--- src/rtl/frame_loader_if.sv ---
// Pixel-stream and frame-RAM write bundle for frame_loader.
// The loader sits on the slave side; the source/RAM environment sits on the master side.
interface frame_loader_if #(
  parameter int PIXEL_DEPTH = 8
);
  logic                     pix_valid;
  logic [3*PIXEL_DEPTH-1:0] pix_data;
  logic                     pix_sof;
  logic                     pix_ready;
  logic                     ram_busy;
  logic                     wr_en;
  logic [14:0]              wr_addr;
  logic [6*PIXEL_DEPTH-1:0] wr_data;
  logic [1:0]               wr_be;
  logic [3:0]               img_idx;
  logic                     frame_done;
  logic                     frame_err;

  modport master (
    output pix_valid, pix_data, pix_sof, ram_busy,
    input  pix_ready, wr_en, wr_addr, wr_data, wr_be, img_idx, frame_done, frame_err
  );

  modport slave (
    input  pix_valid, pix_data, pix_sof, ram_busy,
    output pix_ready, wr_en, wr_addr, wr_data, wr_be, img_idx, frame_done, frame_err
  );
endinterface

--- src/rtl/frame_loader.sv ---
// Streams a 64x32 image into a dual-half frame RAM: rows 0-15 go to the upper lane,
// rows 16-31 to the lower lane of the same word, one image slot per frame.
module frame_loader #(
  parameter int PIXEL_DEPTH  = 8,
  parameter int PANEL_WIDTH  = 64,
  parameter int PANEL_HEIGHT = 32,
  parameter int NUM_IMAGES   = 12
) (
  input  logic          clk,
  input  logic          rst,
  frame_loader_if.slave bus
);
  localparam int         DATA_W   = 3 * PIXEL_DEPTH;
  localparam logic [10:0] LAST_PIX = 11'(PANEL_WIDTH * PANEL_HEIGHT - 1);
  localparam logic [3:0]  LAST_IMG = 4'(NUM_IMAGES - 1);

  typedef enum logic {IDLE, RUN} state_t;

  state_t            state;
  logic [10:0]       pix_cnt;
  logic [10:0]       idx;
  logic [DATA_W-1:0] pixel;
  logic              xfer;
  logic              accept;
  logic              restart;
  logic              hold;

  assign bus.pix_ready = !rst && !bus.ram_busy;

  // NOTE: every always_comb output is assigned unconditionally, so no latch can be inferred.
  always_comb begin
    pixel   = bus.pix_data;
    xfer    = bus.pix_valid && bus.pix_ready;
    hold    = bus.wr_en && bus.ram_busy;
    accept  = xfer && (state == RUN || bus.pix_sof);
    restart = xfer && bus.pix_sof && (state == RUN) && (pix_cnt != '0);
    idx     = bus.pix_sof ? '0 : pix_cnt;
  end

  // NOTE: sequential state uses non-blocking assignments only, so all reads see pre-edge values.
  always_ff @(posedge clk) begin
    if (rst) begin
      state          <= IDLE;
      pix_cnt        <= '0;
      bus.img_idx    <= '0;
      bus.wr_en      <= 1'b0;
      bus.wr_addr    <= '0;
      bus.wr_data    <= '0;
      bus.wr_be      <= '0;
      bus.frame_done <= 1'b0;
      bus.frame_err  <= 1'b0;
    end else begin
      bus.frame_done <= 1'b0;
      bus.frame_err  <= restart;

      // A stalled write cannot be overwritten: ram_busy also drops pix_ready, so accept is 0.
      if (!hold) bus.wr_en <= accept;

      if (accept) begin
        bus.wr_addr <= {bus.img_idx, 1'b0, idx[9:6], idx[5:0]};
        bus.wr_data <= {pixel, pixel};
        bus.wr_be   <= idx[10] ? 2'b01 : 2'b10;
        if (idx == LAST_PIX) begin
          state          <= IDLE;
          pix_cnt        <= '0;
          bus.frame_done <= 1'b1;
          bus.img_idx    <= (bus.img_idx == LAST_IMG) ? '0 : bus.img_idx + 4'd1;
        end else begin
          state   <= RUN;
          pix_cnt <= idx + 11'd1;
        end
      end
    end
  end
endmodule

--- src/flat_wrapper.sv ---
// flat-port wrapper written by rule: the top's interface ports become plain ports
module frame_loader_flat 
#(
  parameter int PIXEL_DEPTH  = 8,
  parameter int PANEL_WIDTH  = 64,
  parameter int PANEL_HEIGHT = 32,
  parameter int NUM_IMAGES   = 12
)
  (clk, rst, bus_pix_valid, bus_pix_data, bus_pix_sof, bus_ram_busy, bus_pix_ready, bus_wr_en, bus_wr_addr, bus_wr_data, bus_wr_be, bus_img_idx, bus_frame_done, bus_frame_err);
  frame_loader_if #(.PIXEL_DEPTH(PIXEL_DEPTH)) bus_i ();
  input  logic clk;
  input  logic rst;
  input wire logic [$bits(bus_i.pix_valid)-1:0] bus_pix_valid;
  input wire logic [$bits(bus_i.pix_data)-1:0] bus_pix_data;
  input wire logic [$bits(bus_i.pix_sof)-1:0] bus_pix_sof;
  input wire logic [$bits(bus_i.ram_busy)-1:0] bus_ram_busy;
  output wire logic [$bits(bus_i.pix_ready)-1:0] bus_pix_ready;
  output wire logic [$bits(bus_i.wr_en)-1:0] bus_wr_en;
  output wire logic [$bits(bus_i.wr_addr)-1:0] bus_wr_addr;
  output wire logic [$bits(bus_i.wr_data)-1:0] bus_wr_data;
  output wire logic [$bits(bus_i.wr_be)-1:0] bus_wr_be;
  output wire logic [$bits(bus_i.img_idx)-1:0] bus_img_idx;
  output wire logic [$bits(bus_i.frame_done)-1:0] bus_frame_done;
  output wire logic [$bits(bus_i.frame_err)-1:0] bus_frame_err;
  assign bus_i.pix_valid = bus_pix_valid;
  assign bus_i.pix_data = bus_pix_data;
  assign bus_i.pix_sof = bus_pix_sof;
  assign bus_i.ram_busy = bus_ram_busy;
  assign bus_pix_ready = bus_i.pix_ready;
  assign bus_wr_en = bus_i.wr_en;
  assign bus_wr_addr = bus_i.wr_addr;
  assign bus_wr_data = bus_i.wr_data;
  assign bus_wr_be = bus_i.wr_be;
  assign bus_img_idx = bus_i.img_idx;
  assign bus_frame_done = bus_i.frame_done;
  assign bus_frame_err = bus_i.frame_err;
  frame_loader #(.PIXEL_DEPTH(PIXEL_DEPTH), .PANEL_WIDTH(PANEL_WIDTH), .PANEL_HEIGHT(PANEL_HEIGHT), .NUM_IMAGES(NUM_IMAGES)) u_core (.clk(clk), .rst(rst), .bus(bus_i));
endmodule
--- config.mk ---
export PLATFORM = sky130hd
export DESIGN_NAME = frame_loader_flat
export DESIGN_NICKNAME = d
export VERILOG_FILES = /design/src/rtl/frame_loader_if.sv /design/src/rtl/frame_loader.sv /design/src/flat_wrapper.sv
export SDC_FILE = /design/constraint.sdc
export NUM_CORES = 1
export LEC_CHECK = 0
export CAP_MARGIN = 20
export CORE_ASPECT_RATIO = 0.9
export CORE_MARGIN = 2
export CORE_UTILIZATION = 47
export CTS_CLUSTER_SIZE = 40
export DETAILED_ROUTE_END_ITERATION = 10
export PLACE_DENSITY = 0.85
export SYNTH_ARGS = -nofsm -noshare
export SYNTH_HDL_FRONTEND = slang
export SYNTH_SLANG_ARGS = --single-unit
--- constraint.sdc ---
create_clock -name clk -period 5.4 [get_ports clk]
set_input_delay 1.08 -clock clk [delete_from_list [all_inputs] [get_ports clk]]
set_output_delay 1.08 -clock clk [all_outputs]
set_load 0.05 [all_outputs]
=== Yosys cells after proc, flatten, opt, wreduce, memory -nomap -nowiden ===
Index checks and enable logic that the tools add are counted.

* Equality and inequality tests: 2
* Muxes and demuxes: 6
* Reductions and logical operators: 13
* Bitwise logic cells: 1
* $add $sub $neg: 2

{| class="wikitable"
|+ Operators with widths
! kind !! count
|-
| two-way mux 11 bit || 2
|-
| adder 11 x 1 -> 11 bit, second input constant || 1
|-
| equality test 11 bit, second input constant || 1
|-
| nonzero test 11 bit || 1
|-
| logical AND 1 bit || 7
|-
| adder 4 x 1 -> 4 bit, second input constant || 1
|-
| equality test 4 bit, second input constant || 1
|-
| two-way mux 4 bit || 1
|-
| zero test 1 bit || 2
|-
| two-way mux 1 bit || 2
|-
| two-way mux 2 bit || 1
|-
| AND reduction 2 bit || 1
|-
| OR reduction 2 bit || 1
|-
| logical OR 1 bit || 1
|-
| NOT 1 bit || 1
|}

* Input port bits: 29
* Logic and storage cells: 33
* Bits in registers: 83

=== Depth between registers and ports, before layout ===
Gate-level depths: netlist (run 1).

* Depth after elaboration: 6
* Mapped depth: 8

=== Worst setup path after synthesis (run 1) ===
No wires, ideal clock.

* Path type: input port to output port
* From: input rst
* To: output bus_pix_ready
* Buffers on the path: 3
* Arrival: 2.274 ns
* Cell stages on the path: 4
* Setup slack: 2.046 ns
* Data required time: 4.320 ns
* Cells stage by stage: buf_6 clkbuf_1 clkbuf_1 nor2_1

* Longest elaborated chain between the ends: 2

{| class="wikitable"
|+ Ends and longest elaborated chain
! what !! line !! RTL
|-
| start: declaration || flat_wrapper.sv:12 || <nowiki>input logic rst;</nowiki>
|-
| zero test 1 bit || frame_loader.sv:28 || <nowiki>assign bus.pix_ready = !rst && !bus.ram_busy;</nowiki>
|-
| logical AND 1 bit || frame_loader.sv:28 ||
|-
| end: declaration || flat_wrapper.sv:17 || <nowiki>output wire logic [$bits(bus_i.pix_ready)-1:0] bus_pix_ready;</nowiki>
|}

Every way passes these cells.

=== Final worst setup path (run 1) ===
* From: input bus_pix_sof
* To: register u_core.bus.img_idx[3]

* Longest elaborated chain between the ends: 3
* Elaborated cells on any way between the ends: 5
* Classes of those cells: 1 x eq/ne; 1 x mux; 3 x reduce/logical

{| class="wikitable"
|+ Ends and longest elaborated chain
! what !! line !! RTL
|-
| start: declaration || flat_wrapper.sv:15 || <nowiki>input wire logic [$bits(bus_i.pix_sof)-1:0] bus_pix_sof;</nowiki>
|-
| two-way mux 11 bit || frame_loader.sv:37 || <nowiki>idx = bus.pix_sof ? '0 : pix_cnt;</nowiki>
|-
| net u_core.idx[0] || frame_loader.sv:21 || <nowiki>logic [10:0] idx;</nowiki>
|-
| equality test 11 bit || frame_loader.sv:63 || <nowiki>if (idx == LAST_PIX) begin</nowiki>
|-
| AND reduction 2 bit (no source line) || n/a ||
|-
| end signal: assignment || frame_loader.sv:67 || <nowiki>bus.img_idx <= (bus.img_idx == LAST_IMG) ? '0 : bus.img_idx + 4'd1;</nowiki>
|-
| end: declaration || frame_loader_if.sv:26 || <nowiki>output pix_ready, wr_en, wr_addr, wr_data, wr_be, img_idx, frame_done, frame_err</nowiki>
|}

The timed path passes the listed nets, and every way through them passes these cells.
A chain may end at the register's enable or synchronous reset.

==> impl_summary.txt, run 1 <==
----------------------------------------------------
[Floorplanning]
  Core area ... 5600 um2
  Vert. Die Dim ... 75.5 um
  Row cnt ... 26
  Floorplan die area ... 6310 um2
  Horizontal die dimension ... 83.5 um
  Starting density of the core ... 0.478
  I/O pin count ... 102

[Timing]
  Final Max Slew Viols ... 0
  Hold Violations, Final ... 0
  Max Clk Rate ... 276 MHz
  Clock skew after layout ... 0.00824 ns
  Worst-Margin Slew ... 0.923 ns
  Final number of setup-violating endpoints ... 0
  Setup TNS after final layout ... 0 ns
  Headroom to the max-slew limit ... 0.383
  Final cycle utilization of the critical path ... 0.671
  Unrepaired setup endpoints after global routing ... no
  Minimum period implied by the final worst setup slack ... 3.63 ns

[Place]
  Gp weighted congestion ... 0.844
  Dpl hpwl ... 4210 um
  Number of port buffers ... 100
  Cell total after placement ... 440

[Yosys]
  Cell type contributing the most total cell area after synthesis ... sky130_fd_sc_hd__dfxtp_1
  Top FF cell, synth ... sky130_fd_sc_hd__dfxtp_1
  Area fraction of the dominant cell type after synthesis ... 0.442
  Total standard cell area after synthesis ... 2670 um2
  Cell types with the largest area share after synthesis ... sky130_fd_sc_hd__dfxtp_1, sky130_fd_sc_hd__nand2_1, sky130_fd_sc_hd__a21oi_1
  Post-synth EDFFs ... 0
  Mean post-synth cell area ... 8.33 um2
  Dominant cell by count in the synthesized netlist ... sky130_fd_sc_hd__nand2_1
  Post-synthesis cell count ... 321
  Share of flip-flops with an asynchronous set or reset ... 0
  Mapped Nets ... 352
  Post-synth top cells ... sky130_fd_sc_hd__nand2_1, sky130_fd_sc_hd__dfxtp_1, sky130_fd_sc_hd__a21oi_1
  Synth unique cells ... 48
  Fraction of the yosys area taken by sequential cells ... 0.442
  YS warnings ... 0
  Register bit total from synthesis ... 59

[Worst setup path]
  Data arrival at the endpoint of the critical path ... 3.86 ns
  CP peak stage delay ... 0.79 ns
  Number of cells traversed by the worst register-to-register path ... 6
  Worst setup path category ... in -> reg
  Buffer and inverter count on the worst path ... 1
  Worst reg2reg path endpoint ... u_core.bus.img_idx[3]
  Critical path peak fanout ... 21
  Critical path's most frequent cell ... sky130_fd_sc_hd__nand3_1
  Required time at the endpoint of the critical path ... 5.63 ns
  Critical path's slowest cell ... sky130_fd_sc_hd__clkdlybuf4s50_1
  Critical path's top delay family ... simple AND/OR/NAND/NOR gates
  Worst reg2reg path startpoint ... u_core.pix_cnt[0]
  Sort of element at the end of the critical path ... flip-flop
  Slack of the worst reg-to-reg path ... 3.06 ns
  Worst-path cell chain ... clkdlybuf4s50_1 > nor2b_1 > ha_1 > nand3_1 > nor4_1 > nand3_1 > o41ai_2
  Category of the worst setup path launch point ... input port

[Route]
  Total via count in the routed design ... 2,474
  Count of antenna-violating nets left after detailed routing ... 0
  Starting DRC count in detailed routing ... 125
  Number of search-and-repair iterations in the first detailed-routing pass ... 5
  Final WL ... 6560 um
  Detail-routed net length per standard cell ... 14.3 um
  Post-route DRC violation count ... 0
  Via-to-Cell Ratio ... 5.41

[Power and ir drop]
  Overall power consumption ... 912 uW
  Switching Fraction ... 0.251
  Internal power ... 683 uW
  Fraction of power consumed by combinational cells ... 0.113
  Power density relative to cell area ... 249 nW/um2
  Switching power of the nets ... 229 uW
  Static power due to leakage ... 0.00123 uW
  Sequential Power Share ... 0.488
  Share of power burned in the clock network ... 0.399
  IR Drop Worst-Case VDD ... 0.166 mV

[Final layout]
  Final Util ... 0.655
  Count of placed standard cells in the final layout, fillers left out ... 457
  Synth-to-Final Area Change ... 37.2%
  Number of diodes ... 0
  Fraction of layout instances using a drive strength above 1 ... 0.0724
  Number of nets in the layout ... 414

[Global route]
  Grt ovf ... 0
  Via count of the first global-routing pass ... 2,182
  Met3 Use GR ... 0.0466
  Global-route wire length before repair ... 10,100 um
  Met1 GRT Util ... 0.245
  Most used routing layer in global routing ... met2
  Initial antenna violation count ... 0
  Pin count of the biggest net entering global routing ... 62
  GR met2 Demand/Resource ... 0.341
  All-Layer GR Usage ... 0.201

[Clock tree]
  Post_cts resized ... 0
  Count of buffers added by post-CTS timing repair for setup ... 0
  Buffer levels on the longest clock path ... 2
  Worst-Skew Late Latency ... 0.33 ns
  Clock sink count ... 59
  Clock-pin transition on the worst setup and hold timing paths ... 0.07 ns
  # H-tree levels ... 3
  CTS buffer count ... 9
  CTS root buffer ... sky130_fd_sc_hd__clkbuf_8
  Post-CTS Hold Fix Bufs ... 0
  TritonCTS clock tree ... yes

[Hold path]
  Number of stages on the worst hold path ... 2
  Type of the most critical hold path ... reg -> reg
  Worst-case hold path end point ... u_core.bus.wr_addr[0]
  Startpoint of the worst hold path ... u_core.bus.wr_addr[0]

[Job]
  Max capacitance violation total ... 0

[Status]
  Run status ... finished clean

----------------------------------------------------
final cells by class:
cell class | instances | area [um2]
fill | 477 | 1930
sequential | 59 | 1180
multi-input combinational | 208 | 1160
timing repair buffer | 102 | 1040
clock buffer | 13 | 169
tap | 70 | 87.6
inverter | 3 | 11.3
clock inverter | 2 | 10.0
how the worst max path moves through the flow:
stage	from	slack [ns]	end	cells past startpoint
3_5_place_dp	bus_pix_sof	1.59	u_core.pix_cnt[3]	7
5_1_grt	bus_pix_sof	1.52	u_core.bus.img_idx[3]	7
6_report	bus_pix_sof	1.77	u_core.bus.img_idx[3]	7
4_1_cts	rst	1.58	bus_pix_ready	3
3_3_place_gp	rst	1.56	bus_pix_ready	3
2_1_floorplan	rst	2.05	bus_pix_ready	4
through the flow:
| stage | cell area, um2 | setup WS, ns | hold slack [ns] |
|---|---|---|---|
| 2_1_floorplan | 2670 | 2.05 | 0.498 |
| 3_3_place_gp | 3440 | 1.56 | 0.443 |
| 3_5_place_dp | 3440 | 1.59 | 0.447 |
| 4_1_cts | 3620 | 1.58 | 0.455 |
| 5_1_grt | 3670 | 1.52 | 0.476 |
| 6_report | 3670 | 1.77 | 0.453 |
routing by layer:
layer | routed length [um] | vias to the layer above | share of wire
met4 | 118 | 0 | 0.018
li1 | - | 1214 | -
met1 | 2820 | 1156 | 0.43
met5 | 0 | - | 0
met2 | 3230 | 90 | 0.49
met3 | 388 | 14 | 0.059
cell usage in the layout (no fill, tap or decap), types with 4 or more instances in the layout:
cell type | netlist | routed
sky130_fd_sc_hd__nor2_1 | 20 | 20
sky130_fd_sc_hd__a31oi_1 | 4 | 4
sky130_fd_sc_hd__clkbuf_8 | 0 | 12
sky130_fd_sc_hd__nand4b_1 | 4 | 4
sky130_fd_sc_hd__clkdlybuf4s50_1 | 0 | 99
sky130_fd_sc_hd__dfxtp_1 | 59 | 59
sky130_fd_sc_hd__nand2_1 | 67 | 67
sky130_fd_sc_hd__a22oi_1 | 10 | 10
sky130_fd_sc_hd__a21oi_1 | 43 | 43
sky130_fd_sc_hd__nand3_1 | 5 | 5
sky130_fd_sc_hd__nand4_1 | 4 | 4
sky130_fd_sc_hd__o21ai_0 | 7 | 7
state kept, by name, indices dropped and copies added, names as in the netlist:
register               flops
u_core.bus.frame_done      1
u_core.bus.frame_err       1
u_core.bus.img_idx         4
u_core.bus.wr_addr        14
u_core.bus.wr_be           2
u_core.bus.wr_data        24
u_core.bus.wr_en           1
u_core.pix_cnt            11
u_core.state               1
power by group through the flow:
stage	Combinational, uW	Clock (uW)	Sequential [uW]
final	103	364	445
after floorplan	51.0	0	469
after detailed placement	100	0	454
after CTS	100	371	445
after global placement	99.2	0	454
after global routing	109	389	445
tightest hold or removal path, stage by stage (launching register included):
cell and delay (ns):
sky130_fd_sc_hd__dfxtp_1 0.31, sky130_fd_sc_hd__nand2_1 0.05, sky130_fd_sc_hd__a21oi_1 0.05
logic make-up after synthesis:
group | count (synthesis) | share of synthesized area
and+or+nand+nor | 127 | 0.241
AOI/OAI and AO/OA | 78 | 0.182
DFF | 59 | 0.442
buffers and inverters | 54 | 0.125
adders and majority gates | 2 | 0.00936
other | 1 | 0.00140
No activity file was read; power rests on OpenSTA's default activity.
==> inputs of run 2 (changes only) <==
--- a/config.mk
+++ b/config.mk
@@ -8,10 +8,10 @@
 export CAP_MARGIN = 20
 export CORE_ASPECT_RATIO = 0.9
 export CORE_MARGIN = 2
-export CORE_UTILIZATION = 47
+export CORE_UTILIZATION = 44
 export CTS_CLUSTER_SIZE = 40
 export DETAILED_ROUTE_END_ITERATION = 10
-export PLACE_DENSITY = 0.85
+export PLACE_DENSITY = 0.8
 export SYNTH_ARGS = -nofsm -noshare
 export SYNTH_HDL_FRONTEND = slang
 export SYNTH_SLANG_ARGS = --single-unit
==> constraint.sdc (replaced) <==
create_clock -name clk -period 3.35 [get_ports clk]
set_input_delay 0.67 -clock clk [delete_from_list [all_inputs] [get_ports clk]]
set_output_delay 0.67 -clock clk [all_outputs]
set_load 0.05 [all_outputs]
==> impl_summary.txt, run 2 (synthesis results as in run 1) <==
----------------------------------------------------
[Clock tree]
  Buffer levels on the longest clock path ... 2 (unchanged)
  CTS buffer count ... 9 (unchanged)
  Clock-pin transition on the worst setup and hold timing paths ... 0.06 ns (about the same)
  Worst-Skew Late Latency ... 0.33 ns (about the same)
  # H-tree levels ... 3 (unchanged)
  Post-CTS Hold Fix Bufs ... 0 (unchanged)
  TritonCTS clock tree ... yes
  CTS root buffer ... sky130_fd_sc_hd__clkbuf_8
  Clock sink count ... 59 (unchanged)
  Count of buffers added by post-CTS timing repair for setup ... 0 (unchanged)
  Post_cts resized ... 0 (unchanged)

[Global route]
  Global-route wire length before repair ... 11,100 um (+10%)
  Initial antenna violation count ... 0 (unchanged)
  Pin count of the biggest net entering global routing ... 37 (-40%)
  Via count of the first global-routing pass ... 2,348 (+7.6%)
  Grt ovf ... 0 (unchanged)
  All-Layer GR Usage ... 0.205 (+0.00421)

[Final layout]
  Top Registers ... u_core.bus.wr_data: 24 flops, u_core.bus.wr_addr: 14 flops, u_core.pix_cnt: 11 flops
  Synth-to-Final Area Change ... 39.5%
  Leading cell types in the layout, fill and taps excluded ... sky130_fd_sc_hd__clkdlybuf4s50_1, sky130_fd_sc_hd__nand2_1, sky130_fd_sc_hd__dfxtp_1
  Fraction of layout instances using a drive strength above 1 ... 0.0888 (+0.0165)
  Register name with the most flops ... u_core.bus.wr_data
  Number of diodes ... 0 (unchanged)
  Commonest non-fill, non-tap cell in the layout ... sky130_fd_sc_hd__clkdlybuf4s50_1
  Max FFs per register ... 24 (unchanged)
  Number of nets in the layout ... 420 (+1.4%)

[Power and ir drop]
  Switching power of the nets ... 378 uW (+65%)
  Static power due to leakage ... 0.00127 uW (+2.7%)
  IR Drop Worst-Case VDD ... 0.249 mV (+50%)
  Internal power ... 1230 uW (+81%)
  Power density relative to cell area ... 433 nW/um2 (+74%)
  Sequential Power Share ... 0.444 (-0.044)
  Switching Fraction ... 0.235 (-0.0167)
  Share of power burned in the clock network ... 0.453 (+0.054)
  Fraction of power consumed by combinational cells ... 0.102 (-0.011)

[Hold path]
  Type of the most critical hold path ... reg -> reg
  Number of stages on the worst hold path ... 2 (unchanged)
  Startpoint of the worst hold path ... u_core.bus.wr_addr[12]
  Worst-case hold path end point ... u_core.bus.wr_addr[12]

[Worst setup path]
  Critical path's most frequent cell ... sky130_fd_sc_hd__clkdlybuf4s50_1
  Worst reg2reg path endpoint ... u_core.pix_cnt[5]
  Worst-path cell chain ... clkdlybuf4s50_1 > nor2_1 > clkdlybuf4s50_1
  Critical path peak fanout ... 4 (-81%)
  Slack of the worst reg-to-reg path ... 1.11 ns (-1.95 ns)
  CP peak stage delay ... 0.81 ns (+0.02 ns)
  Sort of element at the end of the critical path ... output pin
  Data arrival at the endpoint of the critical path ... 2.10 ns (-1.76 ns)
  Number of cells traversed by the worst register-to-register path ... 6 (unchanged)
  Required time at the endpoint of the critical path ... 2.68 ns (-2.95 ns)
  Worst reg2reg path startpoint ... u_core.pix_cnt[1]
  Category of the worst setup path launch point ... input port
  Worst setup path category ... in -> out
  Critical path's slowest cell ... sky130_fd_sc_hd__clkdlybuf4s50_1

[Route]
  Via-to-Cell Ratio ... 5.42 (about the same)
  Total via count in the routed design ... 2,513 (+1.6%)
  Post-route DRC violation count ... 0 (unchanged)
  Number of search-and-repair iterations in the first detailed-routing pass ... 4 (-1)
  Detail-routed net length per standard cell ... 14.5 um (+1.4%)
  Final WL ... 6750 um (+3.0%)
  Starting DRC count in detailed routing ... 153 (+22%)
  Count of antenna-violating nets left after detailed routing ... 0 (unchanged)

[Timing]
  Final cycle utilization of the critical path ... 0.827
  Clock skew after layout ... 0.00470 ns (-0.00354 ns)
  Final number of setup-violating endpoints ... 0 (unchanged)
  Hold Violations, Final ... 0 (unchanged)
  Headroom to the max-slew limit ... 0.640 (+0.257)
  Worst-Margin Slew ... 0.538 ns (-0.385 ns)
  Final Max Slew Viols ... 0 (unchanged)
  Worst hold slack after final layout ... 0.455 ns (+0.00245 ns)
  Minimum period implied by the final worst setup slack ... 2.77 ns
  Setup TNS after final layout ... 0 ns (unchanged)
  Unrepaired setup endpoints after global routing ... no
  Max Clk Rate ... 361 MHz

[Place]
  Number of port buffers ... 100 (unchanged)
  Dpl hpwl ... 4700 um (+12%)
  Gp weighted congestion ... 0.915 (+8.4%)

[Floorplanning]
  Row cnt ... 26 (unchanged)
  Floorplan die area ... 6710 um2 (+6.5%)
  Starting density of the core ... 0.464 (-0.0135)
  I/O pin count ... 102 (unchanged)
  Core area ... 5760 um2 (+2.9%)
  Horizontal die dimension ... 86.2 um (+3.2%)
  Vert. Die Dim ... 77.9 um (+3.2%)

[Job]
  Max capacitance violation total ... 0 (unchanged)

[Status]
  Run status ... finished clean

----------------------------------------------------
==> run 2: changes by cell type in the layout (fill, tap and decap cells not counted) <==
cell,previous run,this run
sky130_fd_sc_hd__buf_16,1,0
sky130_fd_sc_hd__bufinv_16,0,2
sky130_fd_sc_hd__clkinv_2,2,1
sky130_fd_sc_hd__clkinvlp_4,0,1
sky130_fd_sc_hd__clkbuf_8,12,11
sky130_fd_sc_hd__buf_4,0,8
sky130_fd_sc_hd__buf_12,1,0
==> run 2: worst max-delay path, delay by kind of cell <==
kind                   cells  cell delay [ns]
and+or+nand+nor            1             0.13
buffers and inverters      2             1.30
==> run 2: layer usage <==
layer | vias up | part of all wire | track usage
li1 | 1227 | - | -
met1 | 1177 | 0.43 | 0.246
met2 | 102 | 0.49 | 0.344
met3 | 7 | 0.070 | 0.0809
met4 | 0 | 0.0077 | 0.0460
met5 | - | 0 | 0
==> run 2: cell type report <==
class,instances,area [um2]
inverters,3,11.3
multi-input cells,208,1160
repair buffers,108,1060
well taps,70,87.6
clock buffers,12,155
clock inverters,4,72.6
fillers,499,2030
flip-flops and latches,59,1180
==> run 2: power by group through the flow <==
stage | Sequential (uW) | Clock (uW) | Combinational (uW)
2_1_floorplan | 756 | 0 | 82.1
3_3_place_gp | 732 | 0 | 164
3_5_place_dp | 733 | 0 | 165
4_1_cts | 717 | 746 | 166
5_1_grt | 718 | 786 | 175
6_report | 717 | 731 | 165
==> run 2: how the worst max path moves through the flow <==
stage,startpoint,to,slack (ns),cells after the start
global placement,bus_pix_sof,u_core.pix_cnt[5],0.50,7
CTS,bus_ram_busy,bus_pix_ready,0.57,3
global route,bus_ram_busy,bus_pix_ready,0.51,3
detailed placement,bus_pix_sof,u_core.pix_cnt[5],0.43,7
finish,bus_ram_busy,bus_pix_ready,0.58,3
floorplan,rst,bus_pix_ready,0.82,4
==> run 2: stage by stage <==
| stage | utilization | cell area [um2] | setup slack [ns] | total power, uW | cells |
|---|---|---|---|---|---|
| 2_1_floorplan | - | 2670 | 0.816 | 838 | 321 |
| 3_3_place_gp | 0.608 | 3500 | 0.500 | 896 | 448 |
| 3_5_place_dp | 0.608 | 3500 | 0.432 | 898 | 448 |
| 4_1_cts | 0.648 | 3730 | 0.567 | 1630 | 464 |
| 5_1_grt | 0.648 | 3730 | 0.505 | 1680 | 464 |
| 6_report | 0.648 | 3730 | 0.578 | 1610 | 464 |
